### src/rtl/fmul_if.sv
// Operand/result channel of the pipelined FP multiplier.
// Handshake: a transfer happens on a rising edge where valid & ready are both high; the sender holds
//   its payload stable and keeps valid asserted until then, and ready may depend on the receiver's state.
interface fmul_if #(
   parameter int EXP_W = 8,
   parameter int MAN_W = 23,
   parameter int TAG_W = 5
);
   localparam int W = 1 + EXP_W + MAN_W;

   logic             in_valid;
   logic             in_ready;
   logic [W-1:0]     s;
   logic [W-1:0]     t;
   logic [TAG_W-1:0] in_tag;
   logic             out_valid;
   logic             out_ready;
   logic [W-1:0]     d;
   logic [TAG_W-1:0] out_tag;
   logic             overflow;
   logic             underflow;

   modport master (
      output in_valid, s, t, in_tag, out_ready,
      input  in_ready, out_valid, d, out_tag, overflow, underflow
   );

   modport slave (
      input  in_valid, s, t, in_tag, out_ready,
      output in_ready, out_valid, d, out_tag, overflow, underflow
   );
endinterface

### src/rtl/fmul_pipe.sv
// Fully pipelined IEEE-754 multiplier, flush-to-zero, round-to-nearest-even, with tag and stall.
// The whole pipe advances together; a stalled output freezes every stage.
module fmul_pipe #(
   parameter int EXP_W = 8,
   parameter int MAN_W = 23,
   parameter int LAT   = 3,
   parameter int TAG_W = 5
) (
   input logic   clk,
   input logic   rst,
   fmul_if.slave bus
);
   localparam int W  = 1 + EXP_W + MAN_W;
   localparam int MW = MAN_W + 1;
   localparam int PW = 2 * MW;
   localparam int P  = (LAT > 3) ? LAT - 2 : 1;
   localparam logic [EXP_W+1:0] BIAS  = (EXP_W+2)'(2**(EXP_W-1) - 1);
   localparam logic [EXP_W+1:0] E_MAX = (EXP_W+2)'(2**EXP_W - 1);
   localparam logic [W-1:0] QBIT = {{(EXP_W+1){1'b0}}, 1'b1, {(MAN_W-1){1'b0}}};
   localparam logic [W-1:0] QNAN = {1'b0, {EXP_W{1'b1}}, 1'b1, {(MAN_W-1){1'b0}}};

   typedef struct packed {
      logic             v;
      logic [TAG_W-1:0] tag;
      logic             sign;
      logic [EXP_W+1:0] exp;
      logic [MW-1:0]    ma;
      logic [MW-1:0]    mb;
      logic             spec;
      logic [W-1:0]     sval;
   } op_t;

   typedef struct packed {
      logic             v;
      logic [TAG_W-1:0] tag;
      logic             sign;
      logic [EXP_W+1:0] exp;
      logic [PW-1:0]    prod;
      logic             spec;
      logic [W-1:0]     sval;
   } mid_t;

   logic en;
   assign en           = ~bus.out_valid | bus.out_ready;
   assign bus.in_ready = en;

   logic [EXP_W-1:0] ea, eb;
   logic [MAN_W-1:0] fa, fb;
   logic a_zero, b_zero, a_inf, b_inf, a_nan, b_nan;
   op_t  op_in, op_q, mul_src;
   mid_t mid_in;
   mid_t mid_q [P];

   // Unpack and classify; exponent field 0 covers both zero and subnormal (flushed).
   always_comb begin
      ea     = bus.s[W-2:MAN_W];
      eb     = bus.t[W-2:MAN_W];
      fa     = bus.s[MAN_W-1:0];
      fb     = bus.t[MAN_W-1:0];
      a_zero = (ea == '0);
      b_zero = (eb == '0);
      a_inf  = (&ea) & (fa == '0);
      b_inf  = (&eb) & (fb == '0);
      a_nan  = (&ea) & (fa != '0);
      b_nan  = (&eb) & (fb != '0);
      op_in      = '0;
      op_in.v    = bus.in_valid;
      op_in.tag  = bus.in_tag;
      op_in.sign = bus.s[W-1] ^ bus.t[W-1];
      op_in.exp  = {2'b00, ea} + {2'b00, eb} - BIAS;
      op_in.ma   = {1'b1, fa};
      op_in.mb   = {1'b1, fb};
      op_in.spec = a_nan | b_nan | a_inf | b_inf | a_zero | b_zero;
      if (a_nan)
         op_in.sval = bus.s | QBIT;
      else if (b_nan)
         op_in.sval = bus.t | QBIT;
      else if ((a_inf & b_zero) | (b_inf & a_zero))
         op_in.sval = QNAN;
      else if (a_inf | b_inf)
         op_in.sval = {op_in.sign, {EXP_W{1'b1}}, {MAN_W{1'b0}}};
      else
         op_in.sval = {op_in.sign, {(W-1){1'b0}}};
   end

   always_ff @(posedge clk) begin
      if (rst)
         op_q <= '0;
      else if (en)
         op_q <= op_in;
   end

   // With LAT=2 the multiply sits directly behind the input, skipping the operand register.
   assign mul_src = (LAT == 2) ? op_in : op_q;

   always_comb begin
      mid_in      = '0;
      mid_in.v    = mul_src.v;
      mid_in.tag  = mul_src.tag;
      mid_in.sign = mul_src.sign;
      mid_in.exp  = mul_src.exp;
      mid_in.prod = {{MW{1'b0}}, mul_src.ma} * {{MW{1'b0}}, mul_src.mb};
      mid_in.spec = mul_src.spec;
      mid_in.sval = mul_src.sval;
   end

   always_ff @(posedge clk) begin
      if (rst) begin
         for (int i = 0; i < P; i++) mid_q[i] <= '0;
      end else if (en) begin
         mid_q[0] <= mid_in;
         for (int i = 1; i < P; i++) mid_q[i] <= mid_q[i-1];
      end
   end

   mid_t             m;
   logic             msb, guard, sticky, rnd, ovf_c, unf_c;
   logic [PW-2:0]    nprod;
   logic [MAN_W-1:0] frac;
   logic [MAN_W:0]   frac_r;
   logic [EXP_W+1:0] res_e;
   logic [W-1:0]     res;

   // Normalise to 1.x, round on guard/sticky; a carry out of the fraction bumps the exponent.
   always_comb begin
      m      = mid_q[P-1];
      msb    = m.prod[PW-1];
      nprod  = msb ? m.prod[PW-2:0] : {m.prod[PW-3:0], 1'b0};
      frac   = nprod[PW-2 -: MAN_W];
      guard  = nprod[PW-2-MAN_W];
      sticky = |nprod[PW-3-MAN_W:0];
      rnd    = guard & (sticky | frac[0]);
      frac_r = {1'b0, frac} + (MAN_W+1)'(rnd);
      res_e  = m.exp + (EXP_W+2)'(msb) + (EXP_W+2)'(frac_r[MAN_W]);
      ovf_c  = 1'b0;
      unf_c  = 1'b0;
      if (m.spec) begin
         res = m.sval;
      end else if ($signed(res_e) >= $signed(E_MAX)) begin
         res   = {m.sign, {EXP_W{1'b1}}, {MAN_W{1'b0}}};
         ovf_c = 1'b1;
      end else if (res_e[EXP_W+1] | (res_e == '0)) begin
         res   = {m.sign, {(W-1){1'b0}}};
         unf_c = 1'b1;
      end else begin
         res = {m.sign, res_e[EXP_W-1:0], frac_r[MAN_W-1:0]};
      end
   end

   always_ff @(posedge clk) begin
      if (rst) begin
         bus.out_valid <= 1'b0;
         bus.d         <= '0;
         bus.out_tag   <= '0;
         bus.overflow  <= 1'b0;
         bus.underflow <= 1'b0;
      end else if (en) begin
         bus.out_valid <= m.v;
         bus.d         <= res;
         bus.out_tag   <= m.tag;
         bus.overflow  <= ovf_c;
         bus.underflow <= unf_c;
      end
   end
endmodule

### src/flat_wrapper.sv
// flat-port wrapper written by rule: the top's interface ports become plain ports
module fmul_pipe_flat 
#(
   parameter int EXP_W = 8,
   parameter int MAN_W = 23,
   parameter int LAT   = 3,
   parameter int TAG_W = 5
)
  (clk, rst, bus_in_valid, bus_s, bus_t, bus_in_tag, bus_out_ready, bus_in_ready, bus_out_valid, bus_d, bus_out_tag, bus_overflow, bus_underflow);
  fmul_if #(.EXP_W(EXP_W), .MAN_W(MAN_W), .TAG_W(TAG_W)) bus_i ();
  input logic clk;
  input logic rst;
  input wire logic [$bits(bus_i.in_valid)-1:0] bus_in_valid;
  input wire logic [$bits(bus_i.s)-1:0] bus_s;
  input wire logic [$bits(bus_i.t)-1:0] bus_t;
  input wire logic [$bits(bus_i.in_tag)-1:0] bus_in_tag;
  input wire logic [$bits(bus_i.out_ready)-1:0] bus_out_ready;
  output wire logic [$bits(bus_i.in_ready)-1:0] bus_in_ready;
  output wire logic [$bits(bus_i.out_valid)-1:0] bus_out_valid;
  output wire logic [$bits(bus_i.d)-1:0] bus_d;
  output wire logic [$bits(bus_i.out_tag)-1:0] bus_out_tag;
  output wire logic [$bits(bus_i.overflow)-1:0] bus_overflow;
  output wire logic [$bits(bus_i.underflow)-1:0] bus_underflow;
  assign bus_i.in_valid = bus_in_valid;
  assign bus_i.s = bus_s;
  assign bus_i.t = bus_t;
  assign bus_i.in_tag = bus_in_tag;
  assign bus_i.out_ready = bus_out_ready;
  assign bus_in_ready = bus_i.in_ready;
  assign bus_out_valid = bus_i.out_valid;
  assign bus_d = bus_i.d;
  assign bus_out_tag = bus_i.out_tag;
  assign bus_overflow = bus_i.overflow;
  assign bus_underflow = bus_i.underflow;
  fmul_pipe #(.EXP_W(EXP_W), .MAN_W(MAN_W), .LAT(LAT), .TAG_W(TAG_W)) u_core (.clk(clk), .rst(rst), .bus(bus_i));
endmodule
### config.mk
export PLATFORM = sky130hd
export DESIGN_NAME = fmul_pipe_flat
export DESIGN_NICKNAME = d
export VERILOG_FILES = /design/src/rtl/fmul_if.sv /design/src/rtl/fmul_pipe.sv /design/src/flat_wrapper.sv
export SDC_FILE = /design/constraint.sdc
export NUM_CORES = 2
export LEC_CHECK = 0
export ABC_AREA = 1
export CELL_PAD_IN_SITES_DETAIL_PLACEMENT = 1
export CELL_PAD_IN_SITES_GLOBAL_PLACEMENT = 1
export CORE_MARGIN = 3
export CORE_UTILIZATION = 43
export DETAILED_ROUTE_END_ITERATION = 12
export GPL_TIMING_DRIVEN = 1
export PLACE_DENSITY_LB_ADDON = 0.1
export SLEW_MARGIN = 40
export SYNTH_ARGS = -nofsm -noshare
export SYNTH_HDL_FRONTEND = slang
export SYNTH_SLANG_ARGS = --single-unit
### constraint.sdc
create_clock -name clk -period 6.3 [get_ports clk]
set_clock_uncertainty 0.1 [all_clocks]
set_input_delay 0.945 -clock clk [delete_from_list [all_inputs] [get_ports clk]]
set_output_delay 0.945 -clock clk [all_outputs]
set_load 0.01 [all_outputs]
; ---- Word level (Yosys, flattened, before mapping)
; Memories as Yosys holds them, arrays and structs flattened.
; Index checks and enable logic that the tools add are counted.
[totals]
reg_bits = 138
ram_bits = 98
out_inout_bits = 41
elab_cells = 71
n_memories = 1
[classes]
n_addsub = 5
multipliers = 1
n_lt_le_gt_ge = 1
n_mux = 20
bitwise = 19
reduce_logical = 11
[mem_list]
columns = memory, depth, width, read_ports, rd_ports_with_merged_regs, wr, line_no
row1 = u_core.mid_q, 1, 98, 1, 0, 1, fmul_pipe.sv:52  ; mid_t mid_q [P];
[ops]
columns = cell, count
row1 = $mux W32, 4
row2 = $mux W98, 1
row3 = $reduce_or A98 Y1, 1
row4 = $mux W31, 3
row5 = $mul A24 B24 Y48, 1
row6 = $mux W47, 1
row7 = $logic_not A23 Y1, 2
row8 = $reduce_bool A23 Y1, 2
row9 = $add A23 B1 Y24, 1
row10 = $reduce_or A23 Y1, 1
row11 = $add A10 B1 Y10, 2
row12 = $logic_not A8 Y1, 2
row13 = $reduce_and A8 Y1, 2
row14 = $mux W1, 11
row15 = $ge A10 B9 Y1 const B, 1
row16 = $logic_not A10 Y1, 1
row17 = $or A1 B1 Y1, 10
row18 = $sub A10 B7 Y10 const B, 1
row19 = $add A8 B8 Y9, 1
row20 = $and A1 B1 Y1, 7
row21 = $not A1 Y1, 1
row22 = $xor A1 B1 Y1, 1

; ---- Logic depth before layout (Yosys ltp)
; An unclocked memory read counts as a cell.
[depth]
word_depth = 12
depth_mapped = 30
ltp_nobuf = 28

; ---- Worst setup path after synthesis
; Ideal clock, no wire load.
[synth_timing]
path_kind = reg2reg
startpoint = reg u_core.op_q (netlist bit u_core.mul_src[36])
endpoint = mem u_core.mid_q[0][80] (netlist bit), data pin
arrival_time_ns = 5.900
required_ns = 5.950
setup_slack_ns = 0.050
path_stages_with_launch = 30
period_less_slack_ns = 6.250
cell_sequence = dfxtp_1 -> clkbuf_1 -> clkbuf_1 -> nand2_1 -> fa_1 -> inv_1 -> fa_1 -> inv_1 -> fa_1 -> inv_1 -> fa_1 -> inv_1 -> fa_1 -> inv_1 -> fa_1 -> inv_1 -> fa_1 -> inv_1 -> ha_1 -> nand2_1 -> nor2_1 -> inv_1 -> nor2_1 -> inv_1 -> nor3_1 -> nand2_1 -> nand3_1 -> nand2_1 -> inv_1 -> nor2_1
[synth_between]
elab_chain_cells = 2
[synth_lines]
columns = element, line_no
row1 = "start, declared", fmul_pipe.sv:50  ; op_t op_in, op_q, mul_src;
row2 = "start signal, assigned", fmul_pipe.sv:90  ; op_q <= op_in;
row3 = $mul A24 B24 Y48, fmul_pipe.sv:102  ; mid_in.prod = {{MW{1'b0}}, mul_src.ma} * {{MW{1'b0}}, mul_src.mb};
row4 = $mux W98 (no line), n/a
row5 = "end, declared", fmul_pipe.sv:52
; Every way passes these cells.

; ---- Final worst setup path
[layout_timing]
startpoint = reg u_core.op_q (netlist bit u_core.mul_src[45])
endpoint = mem u_core.mid_q[0][65] (netlist bit), data pin
; The elaborated chain is that of the path after synthesis.

==> summary.md <==
| Metric | Value |
|---|---|
| Status | finished with violations |
| Violated checks | negative setup slack |
| Final worst path period share | 1.01 |
| Top-area cell type share of the netlist area | 0.314 |
| Die outline height | 274 microns |
| Worst R2R Path Depth | 24 |
| Clk slew on worst S/H paths | 0.07 ns |
| Routed Antenna Nets | 0 |
| Maxcap violations | 0 |
| Placed Area | between 30000 and 40000 sq um |
| Yosys warnings | 0 |
| PD cells | 306 nW/um^2 |
| Top cells by area, synth | fa_1 (31%), nand2_1 (14%), inv_1 (13%) |
| Reg2reg start | u_core.mul_src[45]$_SDFFE_PP0P_ |
| Worst-case clock buffer depth | 3 |
| Peak supply drop | 0.000408 V |
| Dpl cells | 5231 |
| FP Rows | 97 |
| Drt pass-1 iters | 5 |
| Cell Area, Synth | 30900 sq um |
| Core footprint | 70600 sq um |
| Area Growth Syn to Fin | 22.7% |
| Rel. slew slack | 0.496 |
| # clock sinks | 235 |
| Met2 Resource Use GR | 0.471 |
| Sw power | around 5.7 mW |
| First-pass GRT wire length | 162 mm |
| Detailed-route wire length | 106 mm |
| P_int | 5.96 mW |
| GPL Wtd Cong | 0.890 |
| Largest net degree at the start of global routing | 76 |
| Worst Hold Launch | u_core.bus.d[7]$_SDFFE_PP0P_ |
| Fraction of layout cells with a size suffix above 1 | 0.163 |
| Crit path capture type | flip-flop |
| Initial antenna violation count | 0 |
| Worst hold endpoint | u_core.bus.d[7]$_SDFFE_PP0P_ |
| CTS tree | yes |
| Min Clock Period, post-route | 6.39 ns |
| Synth Net Count | 4856 |
| Final hold violations | 0 |
| RSZ-0062 raised after global routing | yes |
| Non-filler cells, final | 5311 |
| WHS | 0.351 ns |
| Io pins | 114 |
| Final worst setup slack | -0.0920 ns |
| Vias in the first global route | approximately 29000 |
| Filler cell count | just under 9000 |
| Slew @ Worst Pin | 0.750 ns |
| Initial Util | 0.437 |
| H-tree depth | 1 |
| Seq/Total Area, Yosys | 0.184 |
| PortBufs | around 110 |
| GRT overflow | 0 |
| Fmax | ~160 MHz |
| Clk_lat worst skew | 0.61 ns |
| Final slew viol count | 0 |
| # diodes | 0 |
| Wire length per cell | 20.0 microns |
| Combinational fraction of design power | 0.690 |
| Die Wd | 274 microns |
| Yosys cell types | 46 |
| Die area | 75100 sq um |
| Setup TNS after final layout | -0.529 ns |
| Worst Path Arrival | 6.64 ns |
| Clk pwr share | 0.142 |
| Switch share | 0.487 |
| DRC | 0 |
| Sequential share of power | 0.169 |
| Iteration-0 DRC Markers | 1579 |
| Cell area after layout | around 38000 sq um |
| Total GRT Usage | 0.276 |
| HP Class | flip-flop to flip-flop |
| Most frequent cells in the layout | nand2_1 (1111), inv_1 (1010), fa_1 (468), buf_4 (211), nor2_1 (189) |
| Total power | 11.6 mW |
| Global-route layer with the greatest usage | met2 |
| CP max FO | 6 |
| CP startpoint kind | flip-flop |
| Mapped Cells | 4114 |
| Synth area leader | fa_1 |
| Final setup viols | 17 |
| Via density | 5.07 |
| Number of buffers created by CTS | 29 |
| Met3 usage | 0.0211 |
| Reg area | 5770 sq um |
| Seq cells post-synth | 235 |
| Final core utilization | 0.537 |
| Post-DP HPWL | between 80 and 90 mm |
| Reg2reg end | u_core.mid_q[0][65]$_SDFFCE_PN0P_ |
| Vias | 26900 |
| Worst setup path category | flip-flop to flip-flop |
| Commonest non-fill, non-tap cell in the layout | nand2_1 |
| Synth Area per Inst | 7.51 sq um |
| DP Worst Slack | -0.417 ns |
| Multi-input logic area | 21900 sq um |
| LEAKAGE | 20.1 nW |
| Worst path required time | 6.55 ns |
| Met1 usage | 0.383 |
| Root Driver | clkbuf_16 |
| Flop2flop setup slack | -0.09 ns |
| Worst hold path cell count | 2 |
| Nets | 5090 |
critical path: stages (launching register included):
cell and delay (ns):
dfxtp_4 0.35, buf_4 0.16, clkbuf_16 0.17, nand2_1 0.07, inv_1 0.06, fa_1 0.56
inv_1 0.06, fa_1 0.47, inv_1 0.05, fa_1 0.46, fa_1 0.61, fa_2 0.46
fa_1 0.49, inv_1 0.05, fa_1 0.51, inv_1 0.08, ha_4 0.33, nand2_4 0.10
nor2_4 0.13, buf_4 0.14, nand2_1 0.09, o21a_1 0.23, a21oi_1 0.20, nor2_1 0.08
buf_4 0.13
flip-flops by register name (all words and copies together) (netlist names):
| name | cells |
|---|---|
| u_core.bus.out_valid | 1 |
| u_core.bus.d | 32 |
| u_core.mid_q | 98 |
| u_core.mid_in | 50 |
| u_core.bus.overflow | 1 |
| u_core.bus.underflow | 1 |
| u_core.bus.out_tag | 5 |
| u_core.mul_src | 47 |
power by group through the flow:
stage	Clock (mW)	Combinational (mW)	Sequential, mW
global route	1.74	8.67	1.97
global placement	0	5.53	1.98
CTS	1.67	6.50	1.96
finish	1.64	8.01	1.96
detailed placement	0	5.66	1.99
floorplan	0	3.18	1.93
how the worst max path moves through the flow:
stage	start	end	depth (start not counted)
CTS	u_core.mul_src[33]$_SDFFE_PP0P_	u_core.mid_q[0][53]$_SDFFCE_PN0P_	28
floorplan	u_core.mul_src[36]$_SDFFE_PP0P_	u_core.mid_q[0][80]$_SDFFCE_PN0P_	29
global placement	u_core.mul_src[43]$_SDFFE_PP0P_	u_core.mid_q[0][79]$_SDFFCE_PN0P_	25
detailed placement	u_core.mul_src[43]$_SDFFE_PP0P_	u_core.mid_q[0][79]$_SDFFCE_PN0P_	25
finish	u_core.mul_src[45]$_SDFFE_PP0P_	u_core.mid_q[0][65]$_SDFFCE_PN0P_	24
global route	u_core.mul_src[45]$_SDFFE_PP0P_	u_core.mid_q[0][65]$_SDFFCE_PN0P_	24
cell families (layout without fill, tap and decap cells):
logic type | Yosys count | after routing | synth area share
AND/OR/NAND/NOR | 1612 | 1612 | 0.211
flip-flops | 235 | 235 | 0.184
XOR/XNOR | 19 | 19 | 0.00563
adder cells (fa/ha/maj) | 669 | 669 | 0.389
multiplexers | 2 | 2 | 0.000648
buffers and inverters | 1256 | 1513 | 0.155
AO/OA/AOI/OAI | 321 | 321 | 0.0553
layer usage:
layer	routed length, microns	share of wire
met3	3680	0.035
met5	0	0
met1	47500	0.45
met2	51600	0.49
met4	3550	0.033
cells in the mapped netlist (all sizes together):
| library cell | instances |
|---|---|
| a21boi | 1 |
| a21o | 2 |
| a21oi | 100 |
| a22o | 7 |
| a31oi | 4 |
| and2 | 2 |
| buf | 31 |
| clkbuf | 170 |
| dfxtp | 137 |
| edfxtp | 98 |
| fa | 484 |
| ha | 185 |
| inv | 1055 |
| mux2i | 2 |
| nand2 | 1195 |
| nand3 | 98 |
| nand3b | 2 |
| nand4 | 25 |
| nor2 | 260 |
| nor3 | 21 |
| nor3b | 1 |
| nor4 | 6 |
| o211ai | 2 |
| o21a | 7 |
| o21ai | 180 |
| o21bai | 5 |
| o22ai | 13 |
| or2 | 2 |
| xnor2 | 7 |
| xor2 | 12 |
cell type report:
| cell class | count | share of cell area |
|---|---|---|
| clock buffers | 38 | 0.0211 |
| clock inverters | 16 | 0.00307 |
| inverters | 1055 | 0.105 |
| multi-input cells | 2623 | 0.579 |
| flip-flops and latches | 235 | 0.152 |
| well taps | 940 | 0.0310 |
| repair buffers | 404 | 0.109 |
what timing repair did:
action / 4_1_cts / 5_1_grt
hold buffers: 0 / 0
buffers inserted: 3 / 21
endpoints found under the setup margin: 30 / 36
gates resized for setup: 157 / 330
pin swaps: 29 / 91
gates cloned: 0 / 4
(Power assumes the default switching activity.)
